`config.mk`:
```
export PLATFORM = sky130hd
export DESIGN_NAME = regbank_cmd_sequencer
export DESIGN_NICKNAME = d
export VERILOG_FILES = /design/src/rtl/regbank_cmd_sequencer.sv
export SDC_FILE = /design/constraint.sdc
export NUM_CORES = 1
export LEC_CHECK = 0
export ABC_AREA = 1
export CORE_MARGIN = 5
export CORE_UTILIZATION = 50
export DETAILED_ROUTE_END_ITERATION = 16
export MAX_ROUTING_LAYER = met4
export PLACE_DENSITY = 0.89
export SYNTH_ARGS = -nofsm -noshare
export SYNTH_HDL_FRONTEND = slang
export SYNTH_SLANG_ARGS = --single-unit
```
`constraint.sdc`:
```
create_clock -name clk -period 3 [get_ports clk]
set_input_delay 0.6 -clock clk [delete_from_list [all_inputs] [get_ports clk]]
set_output_delay 0.6 -clock clk [all_outputs]
set_load 0.01 [all_outputs]
```
`src/rtl/regbank_cmd_sequencer.sv`:
```
// Command front-end for the 64 x 32 shift-capable register bank: one command at a time in,
// one response out. Define REGSEQ_ILLEGAL_OP_ERR_EN to flag ops 6-7 with rsp_err.
module regbank_cmd_sequencer #(
    parameter int ADDR_W = 6,
    parameter int DATA_W = 32,
    parameter int CNT_W  = 5
) (
    input  logic              clk,
    input  logic              reset,
    input  logic              cmd_valid,
    output logic              cmd_ready,
    input  logic [2:0]        cmd_op,
    input  logic [ADDR_W-1:0] cmd_addr,
    input  logic [DATA_W-1:0] cmd_data,
    input  logic [CNT_W-1:0]  cmd_cnt,
    input  logic              cmd_fill,
    output logic              rsp_valid,
    input  logic              rsp_ready,
    output logic [DATA_W-1:0] rsp_data,
    output logic              rsp_err,
    output logic [ADDR_W-1:0] bank_reg_select,
    output logic [DATA_W-1:0] bank_data_in,
    output logic              bank_load,
    output logic              bank_shift_right,
    output logic              bank_shift_left,
    output logic              bank_serial_in,
    output logic              bank_reset,
    output logic              bank_flush,
    output logic              bank_output_enable,
    input  logic [DATA_W-1:0] bank_data_out,
    input  logic              bank_serial_out
);

    typedef enum logic [1:0] {IDLE, EXEC, SHIFT, RESP} state_t;

    localparam logic [2:0] OP_LOAD  = 3'd0;
    localparam logic [2:0] OP_READ  = 3'd1;
    localparam logic [2:0] OP_SHR   = 3'd2;
    localparam logic [2:0] OP_SHL   = 3'd3;
    localparam logic [2:0] OP_CLR   = 3'd4;
    localparam logic [2:0] OP_FLUSH = 3'd5;

    // One extra bit so a zero count field can hold the full DATA_W shift length
    localparam logic [CNT_W:0] FULL_CNT = (CNT_W + 1)'(DATA_W);

    state_t              state, state_nx;
    logic [2:0]          op_q;
    logic [ADDR_W-1:0]   addr_q;
    logic [DATA_W-1:0]   data_q;
    logic [CNT_W:0]      rem_q;
    logic                fill_q;
    logic [DATA_W-1:0]   spill_q;

    always_ff @(posedge clk or negedge reset) begin
        if (!reset) begin
            state   <= IDLE;
            op_q    <= '0;
            addr_q  <= '0;
            data_q  <= '0;
            rem_q   <= '0;
            fill_q  <= 1'b0;
            spill_q <= '0;
        end else begin
            state <= state_nx;
            case (state)
                IDLE: begin
                    if (cmd_valid) begin
                        op_q    <= cmd_op;
                        addr_q  <= cmd_addr;
                        data_q  <= cmd_data;
                        rem_q   <= (cmd_cnt == '0) ? FULL_CNT : {1'b0, cmd_cnt};
                        fill_q  <= cmd_fill;
                        spill_q <= '0;
                    end
                end
                EXEC: begin
                    if (op_q == OP_READ) spill_q <= bank_data_out;
                end
                SHIFT: begin
                    rem_q <= rem_q - 1'b1;
                    // Collect the bits falling off the register so the response holds the spilled word
                    if (op_q == OP_SHR) spill_q <= {bank_serial_out, spill_q[DATA_W-1:1]};
                    else                spill_q <= {spill_q[DATA_W-2:0], bank_serial_out};
                end
                default: ;
            endcase
        end
    end

    always_comb begin
        state_nx           = state;
        cmd_ready          = 1'b0;
        rsp_valid          = 1'b0;
        rsp_data           = '0;
        bank_reg_select    = '0;
        bank_data_in       = '0;
        bank_load          = 1'b0;
        bank_shift_right   = 1'b0;
        bank_shift_left    = 1'b0;
        bank_serial_in     = 1'b0;
        bank_reset         = 1'b0;
        bank_flush         = 1'b0;
        bank_output_enable = 1'b0;
        case (state)
            IDLE: begin
                cmd_ready = 1'b1;
                if (cmd_valid) begin
                    if (cmd_op == OP_SHR || cmd_op == OP_SHL) state_nx = SHIFT;
`ifdef REGSEQ_ILLEGAL_OP_ERR_EN
                    else if (cmd_op[2] & cmd_op[1])      state_nx = RESP;
`endif
                    else                                  state_nx = EXEC;
                end
            end
            EXEC: begin
                bank_reg_select = addr_q;
                case (op_q)
                    OP_LOAD: begin
                        bank_load    = 1'b1;
                        bank_data_in = data_q;
                    end
                    OP_READ:  bank_output_enable = 1'b1;
                    OP_CLR:   bank_reset         = 1'b1;
                    OP_FLUSH: bank_flush         = 1'b1;
                    default: ;
                endcase
                state_nx = RESP;
            end
            SHIFT: begin
                bank_reg_select    = addr_q;
                bank_shift_right   = (op_q == OP_SHR);
                bank_shift_left    = (op_q == OP_SHL);
                bank_output_enable = 1'b1;
                bank_serial_in     = fill_q;
                if (rem_q == 1) state_nx = RESP;
            end
            RESP: begin
                rsp_valid = 1'b1;
                rsp_data  = spill_q;
                if (rsp_ready) state_nx = IDLE;
            end
            default: state_nx = IDLE;
        endcase
    end

`ifdef REGSEQ_ILLEGAL_OP_ERR_EN
    assign rsp_err = (state == RESP) && op_q[2] && op_q[1];
`else
    assign rsp_err = 1'b0;
`endif

endmodule

```
After elaboration in Yosys (flattened, before gate mapping)
Cells that the tools add are included.
{"block": "word_totals", "ff_bits": 82, "in_bits": 84, "out_inout_bits": 80, "word_cells": 63}
{"block": "op_classes", "addsub": 1, "eq_ne": 15, "n_mux": 29, "reduce_logical": 11}
{"operator": "$mux W32", "n": 6}
{"operator": "$pmux W32 S3", "n": 1}
{"operator": "$mux W6", "n": 3}
{"operator": "$eq A3 B2 Y1 const B", "n": 4}
{"operator": "$mux W1", "n": 12}
{"operator": "$pmux W6 S2", "n": 1}
{"operator": "$mux W2", "n": 4}
{"operator": "$ne A2 B2 Y1 const B", "n": 4}
{"operator": "$pmux W2 S4", "n": 1}
{"operator": "$eq A3 B3 Y1 const B", "n": 2}
{"operator": "$eq A6 B1 Y1 const B", "n": 1}
{"operator": "$reduce_and A3 Y1", "n": 2}
{"operator": "$sub A6 B1 Y6 const B", "n": 1}
{"operator": "$logic_not A5 Y1", "n": 1}
{"operator": "$eq A2 B2 Y1 const B", "n": 2}
{"operator": "$reduce_and A2 Y1", "n": 2}
{"operator": "$eq A3 B1 Y1 const B", "n": 1}
{"operator": "$logic_not A3 Y1", "n": 1}
{"operator": "$reduce_bool A3 Y1", "n": 1}
{"operator": "$eq A2 B1 Y1 const B", "n": 1}
{"operator": "$logic_not A2 Y1", "n": 1}
{"operator": "$pmux W1 S2", "n": 1}
{"operator": "$reduce_bool A2 Y1", "n": 1}
{"operator": "$reduce_or A2 Y1", "n": 1}
{"operator": "$logic_or A1 B1 Y1", "n": 1}

Longest topological paths before layout
{"block": "depth", "ltp_word": 5, "mapped_depth": 11, "ltp_nobuf": 10}

Least setup slack after synthesis
Ideal clock, no wire load.
{"block": "synth_path", "kind": "register to output", "startpoint": "reg state[0]", "endpoint": "out bank_output_enable", "arrival_time_ps": 1282, "t_required_ps": 2400, "path_slack_ps": 1118, "path_stages_with_launch": 6, "n_path_buf": 1, "cell_sequence": "dfrtp_1 > inv_1 > ha_1 > clkbuf_1 > inv_1 > nor2_1"}
{"block": "synth_via", "elab_chain_cells": 2, "elab_cells_between_ends": 3}
{"item": "start, declared", "line": "46", "text": "state_t state, state_nx;"}
{"item": "start signal, assigned", "line": "64", "text": "state <= state_nx;"}
{"item": "$eq A2 B2 Y1 / $eq A2 B1 Y1 (equally long branches)", "line": "104", "text": "case (state)"}
{"item": "$pmux W1 S2 *", "line": "104"}
{"item": "end, declared", "line": "29", "text": "output logic bank_output_enable,"}
Mark *: on every way between the ends. The rest lies on a longest branch, timed or not.

Final worst setup path
Ends and elaborated chain as after synthesis.

==> impl_metrics.csv <==
group,metric,value,unit
run_status,status,"finished, final reports clean",
cells_and_area,regArea,0.00205,mm2
clock_network,cts_resized,0,
critical_path,critPathLaunchType,"flip-flop",
yosys,ys_ff_latch,82,
grt,grt_pass1_wl,22.6,mm
grt,use_met1,0.306,
clock_network,htreeDepth,3,
grt,busiest_layer,"met2",
grt,first_global_vias,4825,
placed_design,dp_hpwl,9.93,mm
floorplan,row_count,36,
floorplan,io_pins,164,
critical_path,cp.required,2.40,ns
cells_and_area,stdcell_count,1028,
yosys,ys_top_cells_by_area,"dfrtp_1 (41%), nand2_1 (27%), inv_1 (6.9%), nand3b_1 (4.5%), o21ai_0 (4.3%)",
yosys,yosysWarnings,0,
drt,drtIter0Drc,275,
clock_network,clkLatencyLatePin,0.35,ns
min_path,hp-class,"input pin to asynchronous set/reset pin",
yosys,synth_edf_count,0,
yosys,synth.distinct_cells,31,
yosys,synth_fp_nets,841,
sta,finalCritPeriodShare,0.919,
yosys,syn_inst,750,
grt,grtUsageMet3,0.0687,
sta,setup_slack,0.243,ns
clock_network,cts_root_buf,"clkbuf_8",
grt,grtUsageMet2,0.383,
pwr,power_density,804,mW/mm2
yosys,yosysMostFrequentCell,"nand2_1",
critical_path,crit_chain,"inv_1 > ha_1 > inv_1 > nor2_1 > clkdlybuf4s50_1",
drt,drc,0,
clock_network,cts_buffers,9,
sta,holdWs,0.207,ns
critical_path,crit_path_frequent_cell,"inv_1",
placed_design,io_buffers,162,
placed_design,globalplace.congestion,0.847,
sta,drv_slew,0,
pwr,p_leak,0.00370,uW
sta,finalHoldViolCount,0,
critical_path,worstPathArrival,2.16,ns
sta,setup_violations,0,
clock_network,postCtsHoldBufs,0,
yosys,netlist_area,0.00503,mm2
floorplan,die_w,110,um
yosys,yosys_most_used_dff,"dfrtp_1",
sta,period_needed,2.76,ns
critical_path,critical_path_class,"flip-flop to output port",
cells_and_area,multi_input_area,0.00235,mm2
placed_design,dp_cells,1013,
floorplan,core-area,0.00977,mm2
pwr,ir_drop,0.542,mV
yosys,netlist.area_leader.share,0.408,
drt,via_count,5045,
cells_and_area,syn_to_final_growth,36.3,%
sta,max_freq,0.363,GHz
yosys,async_flop_share,1.00,
grt,overflow,0,
placed_design,dpl_worst_slack,0.611,ns
critical_path,crit_path_top_delay_cell,"clkdlybuf4s50_1",
sta,worst_clock_skew,0.0109,ns
clock_network,cts_sinks,82,
critical_path,critPathMaxFanout,8,
yosys,yosys-top-cells-count,"nand2_1 (357), inv_1 (93), dfrtp_1 (82)",
sta,grt_setup_unrepaired,"false",
yosys,ys_seq_area_frac,0.408,
cells_and_area,antenna_cells,0,
cells_and_area,drive_above_1_share,0.0670,
clock_network,cts_setup_buffers,0,
critical_path,slowest_delay,0.54,ns
cells_and_area,fillerInstances,809,
cells_and_area,final_nets,982,
clock_network,ctsLongestPathBuffers,2,
floorplan,die_area,0.0122,mm2
sta,max_slew.worst_pin.slew,0.522,ns
critical_path,end_kind,"output port",
yosys,syn_area_per_cell,6.70,um2
clock_network,clk_pin_slew,0.09,ns
grt,grt_max_degree,42,
yosys,synth.largest_area_cell,"dfrtp_1",
grt,gr-usage-all-layers,0.242,
drt,detail_route.first_pass.iterations,5,
clock_network,cts_tree,"yes",
sta,fin_tns_setup,0,ns
drt,vias_per_cell,4.91,
floorplan,die_h,110,um
pwr,fin_total_pwr,5510,uW
drt,antenna_left,0,
flow_run,cap_viol_max_count,0,
drt,wl_per_cell,13.6,um
grt,antenna_found_initial,0,
floorplan,start_util,0.514,
drt,routed_wl,13.9,mm
sta,relSlewSlack,0.652,
## flip-flops by register name, summed over array words and instances (netlist names)
name	count
state	2
fill_q	1
spill_q	32
data_q	32
addr_q	6
rem_q	6
op_q	3
## placed cells by master (no fill, tap or decap)
master / instances
a21oi_1: 3
buf_4: 13
bufinv_16: 2
clkbuf_8: 9
clkdlybuf4s50_1: 161
clkinv_2: 1
clkinv_4: 1
clkinvlp_4: 1
conb_1: 1
dfrtp_1: 82
ha_1: 7
inv_1: 92
inv_2: 4
inv_6: 1
nand2_1: 357
nand2_2: 22
nand2_4: 1
nand3_1: 6
nand3_2: 1
nand3b_1: 30
nand4_1: 2
nor2_1: 41
nor2_2: 1
nor2_4: 1
nor2_8: 1
nor3_1: 2
nor3b_1: 1
nor4_1: 2
o211ai_1: 2
o21ai_0: 43
o21ai_1: 1
o21ai_2: 1
o22ai_1: 2
## per-layer routing
layer | part of all wire | up-vias
li1 | - | 2515
met1 | 0.42 | 2300
met2 | 0.46 | 213
met3 | 0.096 | 17
met4 | 0.015 | 0
met5 | 0 | -
## cell families after synthesis
family                   share of synthesized area
adder cells (fa/ha/maj)                     0.0174
flip-flops                                   0.408
AO/OA/AOI/OAI                               0.0540
buffers and inverters                        0.124
AND/OR/NAND/NOR                              0.395
other                                     0.000746
## critical path: cells and delay by family, from the launching register on
family / cells / cell delay (ns)
simple gates: 1 / 0.15
flops: 1 / 0.43
fa+ha+maj: 1 / 0.43
buf+inv: 3 / 0.79
## final timing paths
| check | slack (ns) | startpoint | depth (start not counted) | endpoint |
|---|---|---|---|---|
| setup / recovery | 0.24 | state[0] | 5 | bank_output_enable |
| hold / removal | 0.21 | reset | 1 | spill_q[22] |
| setup reg to reg | 0.88 | state[1] | 8 | spill_q[0] |
| hold reg to reg | 0.49 | addr_q[3] | 2 | addr_q[3] |
| max in group asynchronous | 2.06 | reset | 2 | data_q[19] |
| min in group clk | 0.49 | addr_q[3] | 2 | addr_q[3] |
## power by group
group,switching [uW],internal [uW]
Clock,424,467
Combinational,1830,1040
Sequential,232,1510
Total,2490,3020
## through the flow
step	instance area, um2	util
after floorplan	5030	-
after global placement	6640	0.679
after detailed placement	6640	0.679
after CTS	6850	0.701
after global routing	6850	0.701
final	6850	0.701
## cell type report
type | instances | area share
Sequential cell | 82 | 0.299
Clock buffer | 9 | 0.0181
Multi-Input combinational cell | 528 | 0.343
Tap cell | 133 | 0.0243
Clock inverter | 6 | 0.0131
Inverter | 96 | 0.0526
Timing Repair Buffer | 174 | 0.249
No activity file was read; power rests on OpenSTA's default activity.
